[src/rtl/tqvp_stevej_wdt_pkg.sv]
// Shared types and constants for the watchdog escalator.
// Latency: n/a (declarations only).
// Backpressure: n/a.
package tqvp_stevej_wdt_pkg;

    typedef enum logic [1:0] {
        ST_IDLE    = 2'd0,
        ST_WARN    = 2'd1,
        ST_RESET   = 2'd2,
        ST_HOLDOFF = 2'd3
    } wdt_state_e;

    localparam logic [1:0] CFG_GRACE       = 2'd0;
    localparam logic [1:0] CFG_PULSE       = 2'd1;
    localparam logic [1:0] CFG_HOLDOFF     = 2'd2;
    localparam logic [1:0] CFG_CLEAR_COUNT = 2'd3;

    localparam int DEF_GRACE   = 1000;
    localparam int DEF_PULSE   = 16;
    localparam int DEF_HOLDOFF = 64;

endpackage

[src/rtl/tqvp_stevej_wdt_downcnt.sv]
// Loadable down-counter that sticks at zero; zero flag is combinational.
// Latency: load/decrement visible one cycle later.
// Backpressure: none.
module tqvp_stevej_wdt_downcnt #(
    parameter int W = 16
) (
    input  logic         clk,
    input  logic         rst,
    input  logic         load,
    input  logic [W-1:0] load_val,
    input  logic         en,
    output logic [W-1:0] cnt,
    output logic         zero
);

    always_ff @(posedge clk or posedge rst) begin
        if (rst) begin
            cnt <= '0;
        end else if (load) begin
            cnt <= load_val;
        end else if (en && (cnt != '0)) begin
            cnt <= cnt - 1'b1;
        end
    end

    assign zero = (cnt == '0);

endmodule

[src/rtl/tqvp_stevej_wdt_escalator.sv]
// Escalates a watchdog expiry: warning irq, then a timed reset pulse, then a holdoff.
// Latency: WARN entered one cycle after the expired rising edge; outputs registered.
// Backpressure: none; config writes always accepted.
module tqvp_stevej_wdt_escalator
    import tqvp_stevej_wdt_pkg::*;
#(
    parameter int GRACE_W = 16,
    parameter int PULSE_W = 8
) (
    input  logic               clk,
    input  logic               rst,
    input  logic               expired,
    input  logic               pat_seen,
    input  logic               cfg_wr,
    input  logic [1:0]         cfg_addr,
    input  logic [GRACE_W-1:0] cfg_data,
    output logic               irq,
    output logic               sys_rst,
    output logic [1:0]         state,
    output logic [7:0]         expire_count
);

    wdt_state_e         state_q, state_d;
    logic               expired_q;
    logic               rise;
    logic [GRACE_W-1:0] grace_q;
    logic [PULSE_W-1:0] pulse_q;
    logic [GRACE_W-1:0] holdoff_q;

    logic               cnt_load;
    logic [GRACE_W-1:0] cnt_load_val;
    logic               cnt_en;
    logic [GRACE_W-1:0] cnt;
    logic               cnt_zero;
    logic               cnt_le1;
    logic               inc_count;

    assign rise    = expired & ~expired_q;
    assign cnt_le1 = (cnt <= GRACE_W'(1));

    tqvp_stevej_wdt_downcnt #(.W(GRACE_W)) u_downcnt (
        .clk      (clk),
        .rst      (rst),
        .load     (cnt_load),
        .load_val (cnt_load_val),
        .en       (cnt_en),
        .cnt      (cnt),
        .zero     (cnt_zero)
    );

    always_comb begin
        state_d      = state_q;
        cnt_load     = 1'b0;
        cnt_load_val = '0;
        cnt_en       = 1'b0;
        inc_count    = 1'b0;
        unique case (state_q)
            ST_IDLE: begin
                if (rise) begin
                    state_d      = ST_WARN;
                    cnt_load     = 1'b1;
                    cnt_load_val = grace_q;
                end
            end
            ST_WARN: begin
                // A pat on the final grace cycle still rescues the system.
                if (pat_seen) begin
                    state_d = ST_IDLE;
                end else if (cnt_zero) begin
                    state_d      = ST_RESET;
                    cnt_load     = 1'b1;
                    cnt_load_val = GRACE_W'(pulse_q);
                    inc_count    = 1'b1;
                end else begin
                    cnt_en = 1'b1;
                end
            end
            ST_RESET: begin
                // Leaving at <=1 gives PULSE cycles, and still one cycle for PULSE=0.
                if (cnt_le1) begin
                    state_d      = ST_HOLDOFF;
                    cnt_load     = 1'b1;
                    cnt_load_val = holdoff_q;
                end else begin
                    cnt_en = 1'b1;
                end
            end
            ST_HOLDOFF: begin
                if (cnt_zero) begin
                    state_d = ST_IDLE;
                end else begin
                    cnt_en = 1'b1;
                end
            end
            default: state_d = ST_IDLE;
        endcase
    end

    always_ff @(posedge clk or posedge rst) begin
        if (rst) begin
            state_q   <= ST_IDLE;
            expired_q <= 1'b0;
            irq       <= 1'b0;
            sys_rst   <= 1'b0;
        end else begin
            state_q   <= state_d;
            expired_q <= expired;
            irq       <= (state_d == ST_WARN);
            sys_rst   <= (state_d == ST_RESET);
        end
    end

    // Config only feeds the counter load values, so running counts are never disturbed.
    always_ff @(posedge clk or posedge rst) begin
        if (rst) begin
            grace_q   <= GRACE_W'(DEF_GRACE);
            pulse_q   <= PULSE_W'(DEF_PULSE);
            holdoff_q <= GRACE_W'(DEF_HOLDOFF);
        end else if (cfg_wr) begin
            unique case (cfg_addr)
                CFG_GRACE:   grace_q   <= cfg_data;
                CFG_PULSE:   pulse_q   <= cfg_data[PULSE_W-1:0];
                CFG_HOLDOFF: holdoff_q <= cfg_data;
                default:     ;
            endcase
        end
    end

    always_ff @(posedge clk or posedge rst) begin
        if (rst) begin
            expire_count <= '0;
        end else if (cfg_wr && (cfg_addr == CFG_CLEAR_COUNT)) begin
            expire_count <= '0;
        end else if (inc_count && (expire_count != 8'hFF)) begin
            expire_count <= expire_count + 8'd1;
        end
    end

    assign state = state_q;

endmodule

[config.mk]
export PLATFORM = sky130hd
export DESIGN_NAME = tqvp_stevej_wdt_escalator
export DESIGN_NICKNAME = d
export VERILOG_FILES = /design/src/rtl/tqvp_stevej_wdt_pkg.sv /design/src/rtl/tqvp_stevej_wdt_downcnt.sv /design/src/rtl/tqvp_stevej_wdt_escalator.sv
export SDC_FILE = /design/constraint.sdc
export NUM_CORES = 1
export LEC_CHECK = 0
export ABC_AREA = 1
export CORE_ASPECT_RATIO = 1.75
export CORE_MARGIN = 2
export CORE_UTILIZATION = 55
export CTS_CLUSTER_DIAMETER = 150
export DETAILED_ROUTE_END_ITERATION = 16
export HOLD_SLACK_MARGIN = 0.02
export PLACE_DENSITY_LB_ADDON = 0.12
export SLEW_MARGIN = 20
export SYNTH_ARGS = -nofsm -noshare
export SYNTH_HDL_FRONTEND = slang
export SYNTH_SLANG_ARGS = --single-unit
[constraint.sdc]
create_clock -name clk -period 2.15 [get_ports clk]
set_input_delay 0.215 -clock clk [delete_from_list [all_inputs] [get_ports clk]]
set_output_delay 0.215 -clock clk [all_outputs]
set_load 0.005 [all_outputs]
==> summary.md, run 1 <==
| Metric | Value |
|---|---|
| Outcome | `finished, final reports clean` |
| Initial DRC Count | `268` |
| CP endpoint kind | `flip-flop` |
| Fraction of layout cells with a size suffix above 1 | `10.60%` |
| Final setup violation count | `0` |
| Worst r2r dst | `u_downcnt.cnt[2]$_DFFE_PP0P_` |
| DRT Wirelength | `8.803 mm` |
| Cell family with most CP delay | `simple AND/OR/NAND/NOR gates` |
| TritonCTS buffer count | `9` |
| Max stage delay cell, worst path | `dfrtp_1` |
| Crit path DAT | `2.20 ns` |
| Core ar. | `6539 sq um` |
| Max Cap Violations | `0` |
| Total Neg Setup Slack | `0 ns` |
| Die area | `7418 sq um` |
| Routing usage on met1 | `30.30%` |
| Syn Std Cell Area | `3696 sq um` |
| Largest net degree at the start of global routing | `70` |
| Reg clk slew, reported paths | `0.05 ns` |
| Pre-antenna DRT Iters | `6` |
| Post-DP HPWL | `6.158 mm` |
| Diode count | `0` |
| Worst path bufs/invs | `2` |
| Peak VDD IR | `0.0005938 V` |
| Htree depth | `3` |
| Count of final hold-check violations | `0` |
| Post-synth EDFFs | `0` |
| Synth Register Bits | `69` |
| Number of global-route vias before repair | `3186` |
| Clock insertion delay at the later pin of the skew report | `0.33 ns` |
| Crit path top cell by count | `nand2_2` |
| R2R Setup Slk | `0.16 ns` |
| Data required time of the critical path | `2.37 ns` |
| Yosys warnings | `0` |
| CP peak stage delay | `0.39 ns` |
| Vias per cell | `5.278` |
| Sinks on Clock Net | `69` |
| Power Density | `733.7 nW/um^2` |
| R2R depth | `11` |
| # hold bufs at CTS | `0` |
| Most common cell after layout, fill and taps aside | `nand2_1` |
| Area growth, synth to finish | `22.14%` |
| Hold WC Path Type | `in2async` |
| Finished Cell Area | `4514 sq um` |
| Leak Pwr | `0.002261 uW` |
| Grt peak-use layer | `met2` |
| Gate Count Post-Synth | `497` |
| Gp weighted congestion | `0.8565` |
| Register area share after synthesis | `46.99%` |
| Met3 GRT Util | `4.409%` |
| Num rows | `39` |
| Clk buf depth | `2` |
| # IOs | `35` |
| Dpl ws | `0.1255 ns` |
| Worst path cell trace | `inv_1, ha_1, nand2_2, nor2_4, nand2_2, nand3_1, nand2_4, inv_2, nand2_2, nand2_1, nand2_1` |
| Hold_ws | `0.2811 ns` |
| Average size of a mapped cell | `7.437 sq um` |
| Vias | `3320` |
| All-Layer GR Usage | `26.13%` |
| Final Non-Filler Cells | `629` |
| Overflow after GRT | `0` |
| Setup CP Type | `reg2reg` |
| Cell Area, Placed | `4177 sq um` |
| DRC | `0` |
| Initial antenna violation count | `0` |
| Input/output buffers | `34` |
| Crit-path max FO | `10` |
| Most frequent cells in the layout | `nand2_1 (175), dfrtp_1 (61), nor2_1 (58), inv_1 (48), o21ai_0 (42)` |
| First-pass GRT wire length | `14.61 mm` |
| CTS tree | `built` |
| Initial Utilization | `56.53%` |
| Relative slew margins | `64.43%` |
| Final Cycle Share | `92.41%` |
| Post-Syn Nets | `523` |
| Critical path startpoint category | `flip-flop` |
| Min setup slack post-route | `0.1631 ns` |
| Worst-margin pin slew | `0.5320 ns` |
| RR Startpoint | `u_downcnt.cnt[0]$_DFFE_PP0P_` |
| Post-synth top flop | `dfrtp_1` |
| Wire per inst | `14.00 um` |
| Root Driver | `clkbuf_16` |
| Die Width | `65.97 um` |
| Antenna viol nets, final | `0` |
| Worst Skew | `0.005217 ns` |
| Yosys cell types | `29` |
| FFs w/ async S/R, synth | `100.0%` |
| Maximum clock frequency | `503.3 MHz` |
| Placed cell count | `612` |
| Post-layout min period | `1.987 ns` |
| Met2 Track Usage GR | `44.38%` |
| # nets final | `569` |
| Final Max Tran Viols | `0` |
| Die H | `112.4 um` |
worst reg2reg max path: cells and delay by family, from the launching register on:
family	cells	cell delay [ns]
simple gates	8	1.03
flops	1	0.39
fa+ha+maj	1	0.22
buf+inv	2	0.24
cell families (layout without fill, tap and decap cells):
family / Yosys count / after routing / share of synthesized area (%)
buffers and inverters: 65 / 115 / 7.143
XOR/XNOR: 9 / 9 / 2.133
flip-flops: 69 / 69 / 46.99
adder cells (fa/ha/maj): 3 / 3 / 1.016
AO/OA/AOI/OAI: 51 / 51 / 7.346
AND/OR/NAND/NOR: 300 / 300 / 35.38
routing by layer:
layer / part of all wire [%] / vias up
met4: 3.7 / 0
met3: 4.3 / 28
met2: 53 / 87
met5: 0 / -
li1: - / 1654
met1: 39 / 1551
cells in the mapped netlist, types with 3 or more instances:
cell type  count  area (sq um)
a21oi_1        6         30.03
buf_2          4         20.02
clkbuf_1       6         22.52
dfrtp_1       61          1526
dfstp_2        8         210.2
ha_1           3         37.54
inv_1         49         183.9
nand2_1      175         656.9
nand2_2        3         18.77
nand3_1       33         165.2
nand3b_1       4         30.03
nand4_1       12         75.07
nor2_1        59         221.5
nor2_2         3         18.77
nor2_4         4         45.04
o21ai_0       42         210.2
xnor2_1        5         43.79
xor2_1         4         35.03
state kept, by name, indices dropped and copies added, names as in the netlist:
register	count
sys_rst	1
expired_q	1
state	2
u_downcnt.cnt	16
holdoff_q	16
expire_count	8
pulse_q	8
irq	1
grace_q	16
layout make-up:
class / count / area [sq um]
repair buffers: 49 / 465.4
multi-input cells: 363 / 1703
clock buffers: 11 / 242.7
inverters: 51 / 191.4
well taps: 82 / 102.6
clock inverters: 4 / 72.57
fillers: 556 / 2024
flip-flops and latches: 69 / 1737
how the worst max path moves through the flow:
stage,start,to,slack (ns),depth (start not counted)
floorplan,rst,expire_count[0]$_DFFE_PP0P_,0.21,1
global placement,u_downcnt.cnt[0]$_DFFE_PP0P_,u_downcnt.cnt[11]$_DFFE_PP0P_,0.21,11
detailed placement,u_downcnt.cnt[0]$_DFFE_PP0P_,u_downcnt.cnt[2]$_DFFE_PP0P_,0.13,11
CTS,u_downcnt.cnt[0]$_DFFE_PP0P_,u_downcnt.cnt[2]$_DFFE_PP0P_,0.09,11
global route,u_downcnt.cnt[0]$_DFFE_PP0P_,u_downcnt.cnt[6]$_DFFE_PP0P_,-0.02,11
finish,u_downcnt.cnt[0]$_DFFE_PP0P_,u_downcnt.cnt[2]$_DFFE_PP0P_,0.16,11
power breakdown:
group	total (uW)	leakage [uW]	internal, uW	switching [uW]
clock	1560	0.000152	1040	524
combinational	237	0.00130	108	129
sequential	1510	0.000808	1440	70.7
timing repair:
action | in CTS | in global routing
setup endpoints to repair | 0 | 10
endpoints found under the hold margin | 0 | 0
resized for setup | 0 | 2
buffers inserted | 0 | 2
through the flow:
stage	total power [uW]	utilization [%]
after floorplan	1661	-
after CTS	3346	68.70
final	3312	69.04
after global routing	3458	69.04
after global placement	1756	63.87
after detailed placement	1772	63.87
(Power assumes the default switching activity.)
==> run 2, diff against run 1 <==
--- a/config.mk
+++ b/config.mk
@@ -11,6 +11,7 @@
 export CORE_UTILIZATION = 55
 export CTS_CLUSTER_DIAMETER = 150
 export DETAILED_ROUTE_END_ITERATION = 16
+export GPL_TIMING_DRIVEN = 0
 export HOLD_SLACK_MARGIN = 0.02
 export PLACE_DENSITY_LB_ADDON = 0.12
 export SLEW_MARGIN = 20
==> summary.md, run 2 (same netlist as run 1, synthesis figures left out) <==
| Metric | Value |
|---|---|
| Crit path DAT | `2.23 ns` |
| CTS tree | `built` |
| Initial Utilization | `56.53%` |
| Num rows | `39` |
| Post-DP HPWL | `6.438 mm` |
| Diode count | `0` |
| RSZ-0062 raised after global routing | `false` |
| Post-layout min period | `2.000 ns` |
| Top sig layer | `met4` |
| Gp weighted congestion | `0.8405` |
| Leak Pwr | `0.002234 uW` |
| Sinks on Clock Net | `69` |
| CP peak stage delay | `0.41 ns` |
| Crit path top cell by count | `nand2_1` |
| Cell family with most CP delay | `simple AND/OR/NAND/NOR gates` |
| Count of final hold-check violations | `0` |
| Most common cell after layout, fill and taps aside | `nand2_1` |
| Most frequent cells in the layout | `nand2_1 (175), dfrtp_1 (61), nor2_1 (59), inv_1 (48), o21ai_0 (42)` |
| Data required time of the critical path | `2.38 ns` |
| Peak VDD IR | `0.0006179 V` |
| Final Cycle Share | `93.02%` |
| # nets final | `571` |
| Worst path bufs/invs | `4` |
| Worst path cell trace | `inv_1, ha_2, nand2_2, nor2_2, buf_6, nand3_4, nand2_4, inv_2, buf_6, nand3_1, nand2_1, nand2_1, nand2_1` |
| Die H | `112.4 um` |
| Reg clk slew, reported paths | `0.06 ns` |
| Worst-margin pin slew | `0.5590 ns` |
| CP endpoint kind | `flip-flop` |
| DRT Wirelength | `8.875 mm` |
| Core ar. | `6539 sq um` |
| Final core area utilization | `68.91%` |
| All-Layer GR Usage | `26.34%` |
| Root Driver | `clkbuf_16` |
| Total Neg Setup Slack | `0 ns` |
| Initial DRC Count | `299` |
| Worst Skew | `0.005482 ns` |
| Overflow after GRT | `0` |
| Hold WC Path Type | `in2async` |
| Number of global-route vias before repair | `3242` |
| Die Width | `65.97 um` |
| Met3 Routed Length | `328 um` |
| Clk buf depth | `2` |
| Setup CP Type | `reg2reg` |
| Vias | `3287` |
| Vias per cell | `5.201` |
| Outcome | `finished, final reports clean` |
| Antenna viol nets, final | `0` |
| M1 WL | `3.511 mm` |
| Final setup violation count | `0` |
| Final Max Tran Viols | `0` |
| Max Cap Violations | `0` |
| Die area | `7418 sq um` |
| First-pass GRT wire length | `14.90 mm` |
| Area growth, synth to finish | `21.90%` |
| Max stage delay cell, worst path | `dfrtp_1` |
| Input/output buffers | `34` |
| # IOs | `35` |
| Htree depth | `3` |
| Largest net degree at the start of global routing | `39` |
| Largest regs | `grace_q (16), holdoff_q (16), u_downcnt.cnt (16)` |
| TritonCTS buffer count | `9` |
| Relative slew margins | `62.73%` |
| Power Density | `749.2 nW/um^2` |
| Wire per inst | `14.04 um` |
| Clock insertion delay at the later pin of the skew report | `0.34 ns` |
| Fraction of layout cells with a size suffix above 1 | `9.636%` |
| Crit-path max FO | `10` |
| Met2 routed WL | `4.823 mm` |
| Initial antenna violation count | `0` |
| Maximum clock frequency | `500.0 MHz` |
| FILL cells | `575` |
| Critical path startpoint category | `flip-flop` |
| Pre-antenna DRT Iters | `5` |
| DRC | `0` |
-- run 2: cell count changes in the layout (fill, tap and decap cells not counted), moves of 2 or more --
cell      before  now
clkbuf_1       1    7
buf_6          0    2
buf_2          0    4
buf_1          0    2
buf_4         14    2
-- run 2: area by class of cell --
| type | instances | area, sq um | share of cell area [%] |
|---|---|---|---|
| buffer | 14 | 72.57 | 1.611 |
| clock buffer | 11 | 242.7 | 5.387 |
| clock inverter | 5 | 83.83 | 1.861 |
| inverter | 51 | 193.9 | 4.304 |
| multi-input combinational | 363 | 1698 | 37.68 |
| sequential | 69 | 1737 | 38.54 |
| tap | 82 | 102.6 | 2.277 |
| timing repair buffer | 37 | 375.4 | 8.331 |
-- run 2: where the power goes --
part | total (uW) | switching [uW] | internal, uW | leakage (uW)
registers | 1520 | 73.4 | 1440 | 0.000808
clock network | 1620 | 571 | 1050 | 0.000152
logic | 240 | 132 | 108 | 0.00127
-- run 2: timing repair --
item / CTS / global route
setup buffers: 0 / 2
hold buffers: 0 / 0
endpoints found under the setup margin: 0 / 12
gates resized for setup: 0 / 1
-- run 2: worst register-to-register path, stage by stage (launching register included) --
cell     delay (ns)
dfrtp_1        0.41
inv_1          0.14
ha_2           0.22
nand2_2        0.09
nor2_2         0.17
buf_6          0.18
nand3_4        0.13
nand2_4        0.12
inv_2          0.05
buf_6          0.14
nand3_1        0.08
nand2_1        0.07
nand2_1        0.06
nand2_1        0.05
-- run 2: through the flow --
stage | hold WS (ns) | power (uW) | cells | worst slack, ns | cell area, sq um
6_report | 0.2331 | 3376 | 632 | 0.1500 | 4506
5_1_grt | 0.2742 | 3504 | 632 | 0.009062 | 4506
4_1_cts | 0.2444 | 3398 | 630 | 0.1124 | 4488
3_5_place_dp | 0.4733 | 1776 | 614 | 0.1422 | 4161
3_3_place_gp | 0.4653 | 1756 | 613 | -0.9606 | 4139
2_1_floorplan | 0.2464 | 1661 | 497 | 0.2084 | 3696
-- run 2: path summary, 6_finish.rpt --
path	from	endpoint	slack, ns	depth (start not counted)
max	u_downcnt.cnt[0]$_DFFE_PP0P_	u_downcnt.cnt[1]$_DFFE_PP0P_	0.15	13
max reg2reg	u_downcnt.cnt[0]$_DFFE_PP0P_	u_downcnt.cnt[1]$_DFFE_PP0P_	0.15	13
min	rst	u_downcnt.cnt[6]$_DFFE_PP0P_	0.23	2
min reg2reg	grace_q[1]$_DFFE_PP0P_	grace_q[1]$_DFFE_PP0P_	0.48	2
min in group clk	expired	expired_q$_DFF_PP0_	0.36	1
max in group asynchronous	rst	grace_q[3]$_DFFE_PP1P_	1.31	3
-- run 2: metal layers --
layer,vias up,GRT usage (%)
li1,1655,-
met4,0,11.70
met5,-,0
met1,1539,30.24
met3,16,4.709
met2,77,46.60
==> run 3, diff against run 2 <==
==> constraint.sdc (replaced) <==
create_clock -name clk -period 1.84 [get_ports clk]
set_input_delay 0.184 -clock clk [delete_from_list [all_inputs] [get_ports clk]]
set_output_delay 0.184 -clock clk [all_outputs]
set_load 0.005 [all_outputs]
==> summary.md, run 3 (same netlist as run 1, synthesis figures left out) <==
| Metric | Value |
|---|---|
| Outcome | `complete, but fails checks` |
| Failing checks | `negative setup slack` |
| Initial DRC Count | `231` |
| Max stage delay cell, worst path | `dfrtp_1` |
| Dpl ws | `-0.1736 ns` |
| RSZ-0062 raised after global routing | `true` |
| Peak VDD IR | `0.0007032 V` |
| Initial Utilization | `56.53%` |
| CP peak stage delay | `0.45 ns` |
| Worst Skew | `0.005161 ns` |
| Min setup slack post-route | `-0.05912 ns` |
| Cell-internal power | `3148 uW` |
| Crit path top cell by count | `nand2_1` |
| Final core area utilization | `74.91%` |
| Initial antenna violation count | `0` |
| Hold_ws | `0.1157 ns` |
| DRC | `0` |
| Relative slew margins | `61.15%` |
| CTS tree | `built` |
| Crit path DAT | `2.13 ns` |
| Sinks on Clock Net | `69` |
| Worst path bufs/invs | `3` |
| Seq pwr share | `43.8%` |
| Max Cap Violations | `0` |
| Most common cell after layout, fill and taps aside | `nand2_1` |
| Net Sw Frac | `22.22%` |
| All-Layer GR Usage | `28.59%` |
| Crit-path max FO | `5` |
| First-pass GRT wire length | `16.01 mm` |
| Diode count | `0` |
| Hold WC Path Type | `in2async` |
| Power Density | `826.3 nW/um^2` |
| # nets final | `591` |
| Area growth, synth to finish | `32.53%` |
| Num rows | `39` |
| Post-DP HPWL | `6.567 mm` |
| Wire per inst | `16.04 um` |
| Reg clk slew, reported paths | `0.06 ns` |
| Most frequent cells in the layout | `nand2_1 (170), dfrtp_1 (57), nor2_1 (54), inv_1 (45), o21ai_0 (42)` |
| Htree depth | `3` |
| CP endpoint kind | `flip-flop` |
| Placed cell count | `615` |
| Setup CP Type | `reg2reg` |
| Largest regs | `grace_q (16), holdoff_q (16), u_downcnt.cnt (16)` |
| Die area | `7418 sq um` |
| # hold bufs at CTS | `0` |
| Maximum clock frequency | `526.6 MHz` |
| Overflow after GRT | `0` |
| Worst-margin pin slew | `0.5828 ns` |
| Number of global-route vias before repair | `3463` |
| Data required time of the critical path | `2.07 ns` |
| Largest net degree at the start of global routing | `35` |
| Final Cycle Share | `103.2%` |
| Final setup violation count | `5` |
| Leak Pwr | `0.002445 uW` |
| Net Sw Power | `899.2 uW` |
| DRT Wirelength | `10.46 mm` |
| Final Max Tran Viols | `0` |
| # IOs | `35` |
| Count of final hold-check violations | `0` |
| Gp weighted congestion | `0.8270` |
| Input/output buffers | `34` |
| Antenna viol nets, final | `0` |
| Core ar. | `6539 sq um` |
| Total chip power | `4048 uW` |
| Clk buf depth | `2` |
| Fraction of layout cells with a size suffix above 1 | `17.89%` |
| Die H | `112.4 um` |
| TritonCTS buffer count | `9` |
| Post-layout min period | `1.899 ns` |
| Clock share of power | `49.1%` |
| Combinational group share of total power | `7.1%` |
| Cell family with most CP delay | `simple AND/OR/NAND/NOR gates` |
| Pre-antenna DRT Iters | `6` |
| Die Width | `65.97 um` |
| Clock insertion delay at the later pin of the skew report | `0.34 ns` |
| Worst path cell trace | `nor2_4, nand2_2, nor2_4, buf_6, nand3_4, nand2_4, inv_4, clkbuf_16, nand3_1, nand2_1, nand2_1, nand2_1` |
| Critical path startpoint category | `flip-flop` |
| Root Driver | `clkbuf_16` |
| Final Non-Filler Cells | `652` |
| Vias | `3570` |
| Vias per cell | `5.475` |
-- run 3: area by class of cell --
type                       count  area (sq um)
clock buffer                  13         280.3
timing repair buffer          56         560.5
inverter                      51         200.2
fill                         500          1640
buffer                        13         81.33
multi-input combinational    365          1867
clock inverter                 3         65.06
sequential                    69          1742
tap                           82         102.6
-- run 3: power by group through the flow --
| stage | sequential, uW | clock (uW) | combinational (uW) |
|---|---|---|---|
| after floorplan | 1770 | 0 | 170 |
| after global placement | 1790 | 0 | 267 |
| after detailed placement | 1790 | 0 | 289 |
| after CTS | 1770 | 2000 | 291 |
| after global routing | 1790 | 2060 | 342 |
| final | 1770 | 1990 | 289 |
-- run 3: worst register-to-register path: cells and delay by family, from the launching register on --
kind / cells / cell delay [ns]
simple gates: 9 / 0.97
buf+inv: 3 / 0.37
flops: 1 / 0.45
-- run 3: path summary, 6_finish.rpt --
check | start | endpoint | slack, ns | cells past startpoint
max | u_downcnt.cnt[6]$_DFFE_PP0P_ | u_downcnt.cnt[15]$_DFFE_PP0P_ | -0.06 | 12
min | rst | pulse_q[5]$_DFFE_PP0P_ | 0.12 | 2
max reg2reg | u_downcnt.cnt[6]$_DFFE_PP0P_ | u_downcnt.cnt[15]$_DFFE_PP0P_ | -0.06 | 12
min reg2reg | holdoff_q[1]$_DFFE_PP0P_ | holdoff_q[1]$_DFFE_PP0P_ | 0.48 | 2
max in group asynchronous | rst | grace_q[9]$_DFFE_PP1P_ | 1.24 | 3
min in group clk | expired | expired_q$_DFF_PP0_ | 0.32 | 1
-- run 3: what timing repair did --
| action | in CTS | in global routing |
|---|---|---|
| endpoints found under the setup margin | 26 | 25 |
| buffers inserted | 9 | 9 |
| gates cloned | 0 | 4 |
| resized for setup | 12 | 42 |
| pin swaps | 6 | 15 |
-- run 3: metrics by stage --
| step | cell area [sq um] | TNS [ns] |
|---|---|---|
| 3_3_place_gp | 4143 | -1.587 |
| 3_5_place_dp | 4183 | -2.716 |
| 5_1_grt | 4898 | -1.109 |
| 4_1_cts | 4638 | 0 |
| 2_1_floorplan | 3700 | 0 |
| 6_report | 4898 | -0.1765 |
-- run 3: routing by layer --
| layer | wire [um] | global-route usage [%] | vias to the layer above | share of wire [%] |
|---|---|---|---|---|
| li1 | - | - | 1700 | - |
| met1 | 3901 | 33.00 | 1719 | 37 |
| met2 | 5692 | 48.96 | 119 | 54 |
| met3 | 433 | 6.313 | 32 | 4.1 |
| met4 | 426 | 14.01 | 0 | 4.1 |
| met5 | 0 | 0 | - | 0 |
